**config.mk**
```make
export PLATFORM = sky130hd
export DESIGN_NAME = negedge_sample_sched
export DESIGN_NICKNAME = d
export VERILOG_FILES = /design/src/rtl/negedge_sample_sched_pkg.sv /design/src/rtl/negedge_sample_sched_dffqn.sv /design/src/rtl/negedge_sample_sched.sv
export SDC_FILE = /design/constraint.sdc
export NUM_CORES = 1
export LEC_CHECK = 0
export CORE_MARGIN = 2
export CORE_UTILIZATION = 30
export CTS_CLUSTER_SIZE = 10
export DETAILED_ROUTE_END_ITERATION = 12
export DONT_BUFFER_PORTS = 1
export GPL_ROUTABILITY_DRIVEN = 1
export GPL_TIMING_DRIVEN = 0
export MAX_ROUTING_LAYER = met4
export SLEW_MARGIN = 40
export SYNTH_ARGS = -nofsm -noshare
export SYNTH_HDL_FRONTEND = slang
export SYNTH_HIERARCHICAL = 1
export SYNTH_SLANG_ARGS = --single-unit
```
**constraint.sdc**
```tcl
create_clock -name clk -period 2.8 [get_ports clk]
set_input_delay 0.42 -clock clk [delete_from_list [all_inputs] [get_ports clk]]
set_output_delay 0.42 -clock clk [all_outputs]
set_load 0.1 [all_outputs]
```
**src/rtl/negedge_sample_sched_pkg.sv**
```systemverilog
// Shared types, defaults and the burst-length clamp for negedge_sample_sched.
// Optional abort port is enabled by NEGEDGE_SAMPLE_SCHED_ABORT_EN (see top).
package negedge_sample_sched_pkg;

  localparam int unsigned WIDTH_DEF = 8;
  localparam int unsigned DIV_W_DEF = 8;

  typedef enum logic [1:0] {
    IDLE = 2'd0,
    WAIT = 2'd1,
    CAPT = 2'd2,
    DONE = 2'd3
  } state_t;

  // Zero means a full-width burst; anything wider than the word is clamped.
  function automatic logic [3:0] clamp_nbits(input logic [3:0] n, input int unsigned w);
    int unsigned ni;
    ni = 32'(n);
    if (ni == 0 || ni > w) return 4'(w);
    return n;
  endfunction

endpackage

```
**src/rtl/negedge_sample_sched_dffqn.sv**
```systemverilog
// Falling-edge D flop with synchronous load enable and true/complement outputs.
// No reset: contents are only consumed after an enabled load.
module dffqn_negedge_en (
  input  logic clk,
  input  logic en,
  input  logic d,
  output logic q,
  output logic qn
);

  always_ff @(negedge clk) begin
    if (en) q <= d;
  end

  assign qn = ~q;

endmodule

```
**src/rtl/negedge_sample_sched.sv**
```systemverilog
// Schedules mid-cycle captures of din and assembles a 1..WIDTH bit word, MSB first.
// Define NEGEDGE_SAMPLE_SCHED_ABORT_EN to add an abort input that cancels a running burst.
module negedge_sample_sched
  import negedge_sample_sched_pkg::*;
#(
  parameter int unsigned WIDTH = WIDTH_DEF,
  parameter int unsigned DIV_W = DIV_W_DEF
) (
  input  logic             clk,
  input  logic             rst,
  input  logic             start_valid,
  output logic             start_ready,
  input  logic [3:0]       start_nbits,
  input  logic [DIV_W-1:0] start_div,
  input  logic             din,
`ifdef NEGEDGE_SAMPLE_SCHED_ABORT_EN
  input  logic             abort,
`endif
  output logic             busy,
  output logic             cap_en,
  output logic [WIDTH-1:0] dout,
  output logic             dout_valid,
  input  logic             dout_ready
);

  state_t             state_q, state_d;
  logic [DIV_W-1:0]   cnt_q, cnt_d;
  logic [DIV_W-1:0]   div_q, div_d;
  logic [3:0]         bitcnt_q, bitcnt_d;
  logic [3:0]         nbits_q, nbits_d;
  logic [WIDTH-1:0]   shift_q, shift_d;
  logic               cap_en_q, cap_en_d;
  logic               cap_q;
  logic               cap_qn_unused;
  logic               abort_w;

`ifdef NEGEDGE_SAMPLE_SCHED_ABORT_EN
  assign abort_w = abort;
`else
  assign abort_w = 1'b0;
`endif

  dffqn_negedge_en u_cap (
    .clk (clk),
    .en  (cap_en_q),
    .d   (din),
    .q   (cap_q),
    .qn  (cap_qn_unused)
  );

  always_comb begin
    state_d  = state_q;
    cnt_d    = cnt_q;
    div_d    = div_q;
    bitcnt_d = bitcnt_q;
    nbits_d  = nbits_q;
    shift_d  = shift_q;
    cap_en_d = 1'b0;
    case (state_q)
      IDLE: begin
        if (start_valid) begin
          nbits_d  = clamp_nbits(start_nbits, WIDTH);
          cnt_d    = start_div;
          div_d    = start_div;
          bitcnt_d = 4'd0;
          shift_d  = '0;
          state_d  = WAIT;
        end
      end
      WAIT: begin
        if (cnt_q != '0) begin
          cnt_d = cnt_q - DIV_W'(1);
        end else begin
          cap_en_d = 1'b1;
          state_d  = CAPT;
        end
      end
      CAPT: begin
        // cap_q was loaded at this cycle's falling edge.
        shift_d  = {shift_q[WIDTH-2:0], cap_q};
        bitcnt_d = bitcnt_q + 4'd1;
        if (bitcnt_q == nbits_q - 4'd1) begin
          state_d = DONE;
        end else begin
          cnt_d   = div_q;
          state_d = WAIT;
        end
      end
      DONE: begin
        if (dout_ready) state_d = IDLE;
      end
      default: state_d = IDLE;
    endcase
    if (abort_w && (state_q == WAIT || state_q == CAPT)) begin
      state_d  = IDLE;
      cap_en_d = 1'b0;
    end
  end

  always_ff @(posedge clk) begin
    if (rst) begin
      state_q  <= IDLE;
      cnt_q    <= '0;
      div_q    <= '0;
      bitcnt_q <= 4'd0;
      nbits_q  <= 4'd0;
      shift_q  <= '0;
      cap_en_q <= 1'b0;
    end else begin
      state_q  <= state_d;
      cnt_q    <= cnt_d;
      div_q    <= div_d;
      bitcnt_q <= bitcnt_d;
      nbits_q  <= nbits_d;
      shift_q  <= shift_d;
      cap_en_q <= cap_en_d;
    end
  end

  assign start_ready = (state_q == IDLE);
  assign busy        = (state_q == WAIT) || (state_q == CAPT);
  assign cap_en      = cap_en_q;
  assign dout_valid  = (state_q == DONE);
  assign dout        = shift_q;

endmodule

```
# After elaboration in Yosys (flattened, before gate mapping)
# Index checks and enable logic that the tools add are counted.
[op_classes]
n_addsub = 3
order_cmp = 1
eq_ne = 9
muxes = 19
bitwise = 1
reduce_logical = 12
[ops]
columns = ["cell", "n"]
rows = [
  ["$mux W8", 4],
  ["$pmux W8 S3", 1],
  ["$pmux W8 S2", 1],
  ["$mux W4", 3],
  ["$mux W2", 4],
  ["$ne A2 B2 Y1 const B", 4],
  ["$pmux W2 S4", 1],
  ["$pmux W4 S2", 1],
  ["$reduce_bool A8 Y1", 1],
  ["$sub A8 B1 Y8 const B", 1],
  ["$add A4 B1 Y4 const B", 1],
  ["$eq A2 B2 Y1 const B", 2],
  ["$eq A4 B4 Y1", 1],
  ["$gt A4 B4 Y1 const B", 1],
  ["$logic_not A4 Y1", 1],
  ["$mux W1", 4],
  ["$reduce_and A2 Y1", 2],
  ["$reduce_and A4 Y1", 1],
  ["$sub A4 B1 Y4 const B", 1],
  ["$reduce_and A3 Y1", 1],
  ["$reduce_bool A3 Y1", 1],
  ["$eq A2 B1 Y1 const B", 1],
  ["$logic_not A2 Y1", 1],
  ["$logic_or A1 B1 Y1", 2],
  ["other kinds (4)", 4],
]
[word_totals]
reg_bits = 36
input_bits = 17
output_inout_bits = 12
wordCells = 53

# Logic depth before layout (Yosys ltp)
# Gate-level depths: netlist of the first run.
[logic_depth]
word_depth = 6
ltp_mapped = 8
depth_no_buf = 7

# By module
# The synthesis of the first run kept the hierarchy.
[by_module_without_submodules]
columns = ["module", "n_inst", "cells_each", "area_each_um2", "seq_area_each_um2"]
rows = [
  ["negedge_sample_sched", 1, 225, 1836.8, 700.7],
  ["dffqn_negedge_en", 1, 3, 37.5, 30.0],
]

==> flow_summary.toml, run 1 <==
[finish]
drive_above_1_share_pct = 12.8
nets = 259
diodes = 0
areaGrowthSynthToFinish_pct = 11.5

[placed_design]
dp.final_hpwl_um = 3310
gp_congestion = 0.858
io_buffer_count = 0

[worst_setup_path]
critical-path-top-cell-by-count = "sky130_fd_sc_hd__clkbuf_1"
critical-path-slowest-cell = "sky130_fd_sc_hd__ha_2"
crit_chain = "inv_1 -> ha_2 -> clkbuf_1 -> clkbuf_1 -> nor2_1 -> a21oi_1 -> nand4_1 -> o31ai_1"
element_type_at_the_critical_path_end = "flip-flop"
worst_endpoint_data_arrival_time_ns = 2.63
cp_num_buf_inv = 3
timing.critical_path.slowest_cell_delay_ns = 0.67
worst-setup-path-type = "flip-flop to flip-flop"
critical-path-top-delay-family = "buffers and inverters"
worstPathMaxFanout = 10
worst-endpoint-required_ns = 3.00
timing.critical_path.from_type = "flip-flop"

[routing]
detail_route.vias_per_cell = 5.15
detailroute.via_count = 1597
ant_nets = 0
remaining_design_rule_violation_count = 0
drt_iter0_drc = 155
first_pass_iters = 4
detail_route.wl_per_cell_um = 14.1
wirelength_um = 4370

[grt]
grt_first_pass_wirelength_um = 7510
total_global_route_track_usage_pct = 13.8
vias_in_the_first_global_route = 1531
grt_remaining_overflow = 0
grt_max_degree = 13
grt_antenna_before_repair = 0

[sta]
tcrit_tclk_final_pct = 86.8
grt_setup_unrepaired = "no"
hold_violations = 0
finalSetupTns_ns = 0
setup-violations-final = 0
final.hold.worst_slack_ns = 0.256
timing.fmax_mhz = 412
clock-skew-final_ns = 0.0541
period_minus_slack_ns = 2.43
slew_headroom_pct = 59.4
tightest_slew_ns = 0.609
report.final.slew_viol_count = 0

[floorplanning]
design.core.area_mm2 = 0.00599
die-height_um = 83.0
design.portCount = 29
placement_rows = 28
floorplan.initialDensity_pct = 31.2
floorplan.die.width_um = 83.0
die_area_mm2 = 0.00688

[synthesis]
synthesis.area_mm2 = 0.00187
postSynthAreaPerCell_um2 = 8.24
yosysWarnings = 6
synthesis.nets = 252
syn_inst = 227

[clock_network]
post_cts_resized = 0
tritoncts = "built"
cts.reportedPaths.clkPinSlew_ns = 0.08
cts_made_buffers = 5
post_cts.repair.setup_buffers = 0
clock_latency_ns = 0.34
cts.root.buffer_cell = "sky130_fd_sc_hd__clkbuf_8"
cts_hold_repair.buffers = 0
htree_num_levels = 2
clock_sink_count = 36
ctsLongestPathBuffers = 2

[power_and_ir_drop]
vdd.ir_drop.worst_mv = 0.693
power_density_mw_per_mm2 = 1180
cellLeakagePower_uw = 0.000769

[status]
outcome = "complete, no violations"

[flow_run]
drv_cap = 0

[min_path]
min-delay-path-class = "primary input to flip-flop"
-- power breakdown --
group,internal (uW),switching [uW]
combinational,424,832
clock,230,201
sequential,623,146
total,1280,1180
-- routing by layer --
metal | GRT usage, % | share of wire, % | vias to the layer above | wire [um]
met5 | - | 0 | - | 0
met4 | 4.02 | 1.3 | 0 | 56
met3 | 4.97 | 6.5 | 7 | 284
li1 | - | - | 797 | -
met1 | 17.3 | 47 | 755 | 2030
met2 | 21.1 | 46 | 38 | 1990
-- worst reg2reg max path, cell delays in order, from the launching register on --
cell and delay (ns):
sky130_fd_sc_hd__dfxtp_1 0.41, sky130_fd_sc_hd__inv_1 0.09, sky130_fd_sc_hd__ha_2 0.67, sky130_fd_sc_hd__clkbuf_1 0.35, sky130_fd_sc_hd__clkbuf_1 0.39, sky130_fd_sc_hd__nor2_1 0.07, sky130_fd_sc_hd__a21oi_1 0.15, sky130_fd_sc_hd__nand4_1 0.11
sky130_fd_sc_hd__o31ai_1 0.09
-- worst paths after layout --
path	end	cells past startpoint	from	slack [ns]
min reg2reg	div_q[6]$_SDFFE_PP0P_	2	div_q[6]$_SDFFE_PP0P_	0.46
max reg2reg	cnt_q[0]$_SDFFE_PP0P_	8	state_q[0]$_SDFFE_PP0P_	0.37
min	div_q[7]$_SDFFE_PP0P_	2	start_div[7]	0.26
max	cnt_q[0]$_SDFFE_PP0P_	8	state_q[0]$_SDFFE_PP0P_	0.37
-- cells in the final DEF (no fill, tap or decap), drive strengths merged --
cell type  count
a21o           1
a21oi         21
a221oi         1
a22oi         14
a311oi         1
and2           3
buf            2
clkbuf        17
clkinv         1
dfxtp         35
edfxtp         1
ha             8
inv           11
mux2i          3
nand2         38
nand2b         1
nand3          4
nand3b         3
nand4          4
nand4b         2
nor2          28
nor2b          1
nor3           8
nor3b          1
nor4           1
o211ai         4
o21ai          3
o31ai          1
o41ai          4
or2            1
or3            1
xnor2          6
xor2           5
-- sequential cells by signal, indices dropped and copies added (netlist names) --
register	flops
cap_en	1
cnt_q	8
bitcnt_q	4
nbits_q	4
state_q	2
dout	8
div_q	8
u_cap/q	1
-- metrics by stage --
step	total power [uW]	worst slack (ns)	std cells	cell area, um2	util (%)
floorplan	1800	0.0800	227	1870	-
global placement	2010	0.0474	302	1960	32.8
detailed placement	2040	0.376	302	1980	33.1
CTS	2480	0.354	310	2090	34.8
global route	2670	0.144	310	2090	34.8
finish	2460	0.370	310	2090	34.8
-- final cells by class --
type                            count  area (um2)
Tap cell                           75        93.8
Clock inverter                      3        15.0
Sequential cell                    36         742
Inverter                            9        33.8
Fill cell                         633        3910
Clock buffer                        6        93.8
Buffer                             13        50.0
Multi-Input combinational cell    168        1060
No activity file was read; power rests on OpenSTA's default activity.
==> inputs of run 2 (changes only) <==
PLACE_DENSITY = 0.45   (was unset)
==> run 2 against run 1 <==
Compared with the run above: via count fell by 4.1%; largest power group unchanged; utilization down 0.084 points; hold slack lost 0.0022 ns; sequential share of layout area is 0.085 points higher.
==> flow_summary.toml, run 2 (synthesis gave the netlist of run 1 again) <==
[clock_network]
cts.reportedPaths.clkPinSlew_ns = 0.08
cts.root.buffer_cell = "sky130_fd_sc_hd__clkbuf_8"
post_cts.repair.setup_buffers = 0
clock_latency_ns = 0.35
ctsLongestPathBuffers = 2
tritoncts = "built"
clock_sink_count = 36
cts_hold_repair.buffers = 0
cts_made_buffers = 5
post_cts_resized = 0
htree_num_levels = 2

[worst_setup_path]
worst-endpoint-required_ns = 1.39
timing.critical_path.from_type = "flip-flop"
worst-setup-path-type = "flip-flop to flip-flop"
crit_cells = 0
ff2ff_path_depth = 0
worstPathMaxFanout = 2
timing.critical_path.to = "u_cap/q$_DFFE_NP_"
element_type_at_the_critical_path_end = "flip-flop"
reg2reg_setup_slack_ns = 0.43
worst_reg2reg_startpoint = "cap_en$_SDFF_PP0_"
worst_endpoint_data_arrival_time_ns = 0.96
worst_setup_path_start = "cap_en$_SDFF_PP0_"
r2r_path_end = "u_cap/q$_DFFE_NP_"

[grt]
grt_remaining_overflow = 0
total_global_route_track_usage_pct = 14.0
grt_first_pass_wirelength_um = 7580
grt_max_degree = 12
vias_in_the_first_global_route = 1482
grt_antenna_before_repair = 0

[finish]
layout_common_cells = "37 x sky130_fd_sc_hd__nand2_1, 28 x sky130_fd_sc_hd__nor2_1, 26 x sky130_fd_sc_hd__dfxtp_1"
areaGrowthSynthToFinish_pct = 11.2
layout_commonest_cell = "sky130_fd_sc_hd__nand2_1"
final_standard_cell_count_with_taps_included_and_fillers_excluded = 310
diodes = 0
nFillCells = 654
nets = 259
drive_above_1_share_pct = 12.3
multiInputGateArea_mm2 = 0.00106
final_core_util_pct = 34.7
area.sequential_um2 = 742

[status]
outcome = "complete, no violations"

[sta]
period_minus_slack_ns = 2.37
grt_setup_unrepaired = "no"
clock-skew-final_ns = 0.0651
post_route_setup_slack_ns = 0.430
timing.fmax_mhz = 426
hold_violations = 0
tcrit_tclk_final_pct = 84.6
report.final.slew_viol_count = 0
slew_headroom_pct = 59.0
tightest_slew_ns = 0.615
finalSetupTns_ns = 0
setup-violations-final = 0
final.hold.worst_slack_ns = 0.253

[floorplanning]
design.core.area_mm2 = 0.00599
floorplan.initialDensity_pct = 31.2
die-height_um = 83.0
floorplan.die.width_um = 83.0
design.portCount = 29
placement_rows = 28
die_area_mm2 = 0.00688

[placed_design]
dp_cells = 302
gp_congestion = 0.767
dp.final_hpwl_um = 3420
io_buffer_count = 0
dp_slack_ns = 0.375

[power_and_ir_drop]
vdd.ir_drop.worst_mv = 0.433
cellLeakagePower_uw = 0.000764
power_density_mw_per_mm2 = 1180

[routing]
drt-met1-wl_um = 2370
routed_length_on_met2_um = 1980
wirelength_um = 4590
drt_iter0_drc = 121
ant_nets = 0
remaining_design_rule_violation_count = 0
met3_wirelength_um = 178
top_routing_layer_used = "met4"
detail_route.vias_per_cell = 4.94
first_pass_iters = 4
detail_route.wl_per_cell_um = 14.8
detailroute.via_count = 1532

[flow_run]
drv_cap = 0

[min_path]
min-delay-path-class = "primary input to flip-flop"
## run 2: cell types whose count changed in the layout (fill, tap and decap cells not counted)
cell	delta
sky130_fd_sc_hd__inv_4	-1
sky130_fd_sc_hd__clkbuf_8	+2
sky130_fd_sc_hd__clkinv_2	-1
sky130_fd_sc_hd__clkbuf_1	+1
sky130_fd_sc_hd__clkbuf_16	-1
## run 2: power by group
part	switching, uW	internal [uW]	total [uW]
clock	204	227	431
combinational	837	424	1260
sequential	146	623	769
## run 2: how the worst min path moves through the flow
stage,end,slack (ns),startpoint,depth (start not counted)
floorplan,div_q[3]$_SDFFE_PP0P_,0.44,div_q[3]$_SDFFE_PP0P_,2
global placement,div_q[6]$_SDFFE_PP0P_,0.45,div_q[6]$_SDFFE_PP0P_,2
finish,div_q[0]$_SDFFE_PP0P_,0.25,start_div[0],2
global route,div_q[1]$_SDFFE_PP0P_,0.25,start_div[1],2
detailed placement,div_q[6]$_SDFFE_PP0P_,0.45,div_q[6]$_SDFFE_PP0P_,2
CTS,div_q[0]$_SDFFE_PP0P_,0.25,start_div[0],2
## run 2: area by class of cell
class	instances	area share (%)
clock buffer	8	4.81
sequential	36	35.7
inverter	9	1.62
multi-input combinational	168	50.8
buffer	13	2.41
tap	75	4.51
clock inverter	1	0.180
## run 2: stage by stage
stage | power, uW | instance area, um2
finish | 2460 | 2080
global route | 2660 | 2080
CTS | 2480 | 2080
detailed placement | 2050 | 1980
global placement | 2050 | 1960
floorplan | 1800 | 1870
## run 2: metal layers
| layer | track usage, % | vias to the layer above |
|---|---|---|
| met3 | 3.38 | 7 |
| li1 | - | 796 |
| met2 | 19.9 | 26 |
| met1 | 19.6 | 703 |
| met4 | 4.47 | 0 |
| met5 | - | - |
==> inputs of run 3 (changes only) <==
clock period = 2.3 ns   (was 2.8 ns; I/O delays follow)
==> run 3 against run 2 <==
Compared with the run above: combinational power increased by 26%; sequential share of layout area barely moved; wire length down 0.72%; hold slack got worse by 0.070 ns; clock-buffer cell count did not move; design area about the same; sequential cell count unchanged; total power increased by 22%; non-clock buffer count stayed put; critical path depth is the same; critical path type unchanged; largest cell class unchanged; largest power group unchanged.
==> flow_summary.toml, run 3 (synthesis gave the netlist of run 1 again) <==
[status]
outcome = "complete, no violations"

[finish]
layout_common_cells = "37 x sky130_fd_sc_hd__nand2_1, 28 x sky130_fd_sc_hd__nor2_1, 26 x sky130_fd_sc_hd__dfxtp_1"
nets = 259
final_core_util_pct = 34.8
diodes = 0
areaGrowthSynthToFinish_pct = 11.3
layout_commonest_cell = "sky130_fd_sc_hd__nand2_1"
post-route-cell-area_mm2 = 0.00208
drive_above_1_share_pct = 12.3

[power_and_ir_drop]
power_density_mw_per_mm2 = 1450
switch_share_pct = 48.1
net-switching-power_uw = 1450
cellLeakagePower_uw = 0.000763
power.clock.fraction_pct = 16.1
pwr-share-comb_pct = 52.8
vdd.ir_drop.worst_mv = 0.617
sequentialPowerShare_pct = 31.2
internal-power_uw = 1560

[worst_setup_path]
ff2ff_path_depth = 0
reg2reg_setup_slack_ns = 0.18
element_type_at_the_critical_path_end = "flip-flop"
timing.critical_path.from_type = "flip-flop"
worst-setup-path-type = "flip-flop to flip-flop"
worstPathMaxFanout = 2
worst-endpoint-required_ns = 1.14
worst_reg2reg_startpoint = "cap_en$_SDFF_PP0_"
worst_endpoint_data_arrival_time_ns = 0.96
r2r_path_end = "u_cap/q$_DFFE_NP_"

[routing]
drt_iter0_drc = 90
ant_nets = 0
remaining_design_rule_violation_count = 0
first_pass_iters = 4
detail_route.vias_per_cell = 4.94
detailroute.via_count = 1530
wirelength_um = 4550
detail_route.wl_per_cell_um = 14.7

[grt]
grt_max_degree = 11
total_global_route_track_usage_pct = 14.1
grt_first_pass_wirelength_um = 7550
grt_antenna_before_repair = 0
grt_remaining_overflow = 0
vias_in_the_first_global_route = 1479

[floorplanning]
floorplan.die.width_um = 83.0
placement_rows = 28
design.core.area_mm2 = 0.00599
die-height_um = 83.0
die_area_mm2 = 0.00688
design.portCount = 29
floorplan.initialDensity_pct = 31.2

[sta]
finalSetupTns_ns = 0
hold_violations = 0
slew_headroom_pct = 60.7
clock-skew-final_ns = 0.0647
setup-violations-final = 0
report.final.slew_viol_count = 0
grt_setup_unrepaired = "no"
tightest_slew_ns = 0.590

[placed_design]
io_buffer_count = 0
gp_congestion = 0.759
dp.final_hpwl_um = 3410
placed_cell_area_mm2 = 0.00198

[clock_network]
cts.root.buffer_cell = "sky130_fd_sc_hd__clkbuf_8"
clock_latency_ns = 0.35
post_cts.repair.setup_buffers = 0
cts.reportedPaths.clkPinSlew_ns = 0.07
htree_num_levels = 2
cts_made_buffers = 5
clock_sink_count = 36
ctsLongestPathBuffers = 2
tritoncts = "built"

[min_path]
min-delay-path-class = "primary input to flip-flop"
hold_start = "start_div[0]"
min_delay_path_depth = 2
worst_hold_path.endpoint = "div_q[0]$_SDFFE_PP0P_"

[flow_run]
drv_cap = 0
==> run 3: cell count changes in the layout (fill, tap and decap cells not counted) <==
| cell | before | now |
|---|---|---|
| sky130_fd_sc_hd__clkbuf_2 | 0 | 1 |
| sky130_fd_sc_hd__clkbuf_8 | 7 | 6 |
| sky130_fd_sc_hd__ha_2 | 2 | 1 |
| sky130_fd_sc_hd__ha_4 | 0 | 1 |
==> run 3: timing repair <==
item | in CTS | in global routing
hold buffers | 0 | 0
gates resized for setup | 1 | 2
pin swaps | 0 | 0
setup endpoints to repair | 2 | 4
==> run 3: how the worst max path moves through the flow <==
stage / startpoint / endpoint / depth (start not counted)
floorplan: state_q[0]$_SDFFE_PP0P_ / cnt_q[4]$_SDFFE_PP0P_ / 6
global placement: state_q[0]$_SDFFE_PP0P_ / cnt_q[4]$_SDFFE_PP0P_ / 6
detailed placement: state_q[1]$_SDFFE_PP0P_ / cnt_q[0]$_SDFFE_PP0P_ / 8
CTS: state_q[0]$_SDFFE_PP0P_ / cnt_q[4]$_SDFFE_PP0P_ / 6
global route: state_q[1]$_SDFFE_PP0P_ / cnt_q[4]$_SDFFE_PP0P_ / 6
finish: cap_en$_SDFF_PP0_ / u_cap/q$_DFFE_NP_ / 0
==> run 3: through the flow <==
| step | setup WS, ns | hold slack, ns | total power [uW] | cells |
|---|---|---|---|---|
| 5_1_grt | 0.0249 | 0.186 | 3250 | 310 |
| 3_5_place_dp | -0.0330 | 0.455 | 2490 | 302 |
| 4_1_cts | 0.143 | 0.176 | 3030 | 310 |
| 3_3_place_gp | -0.275 | 0.446 | 2500 | 302 |
| 2_1_floorplan | 0.0289 | 0.437 | 2190 | 227 |
| 6_report | 0.182 | 0.183 | 3010 | 310 |
==> run 3: power groups by stage <==
stage | Sequential, uW | Combinational, uW | Clock (uW)
finish | 939 | 1590 | 484
global route | 961 | 1760 | 529
CTS | 937 | 1590 | 500
detailed placement | 949 | 1530 | 5.39
global placement | 949 | 1540 | 5.39
floorplan | 913 | 1270 | 5.39
==> run 3: area by class of cell <==
type,instances,area [um2]
Multi-Input combinational cell,168,1070
Sequential cell,36,742
Buffer,13,51.3
Clock buffer,8,90.1
Tap cell,75,93.8
Inverter,9,33.8
Clock inverter,1,3.75
Fill cell,656,3910
==> run 3: layer usage <==
metal | track usage, % | wire length [um]
met1 | 19.5 | 2360
met2 | 20.0 | 1970
met3 | 2.88 | 168
met4 | 5.81 | 55
met5 | - | 0
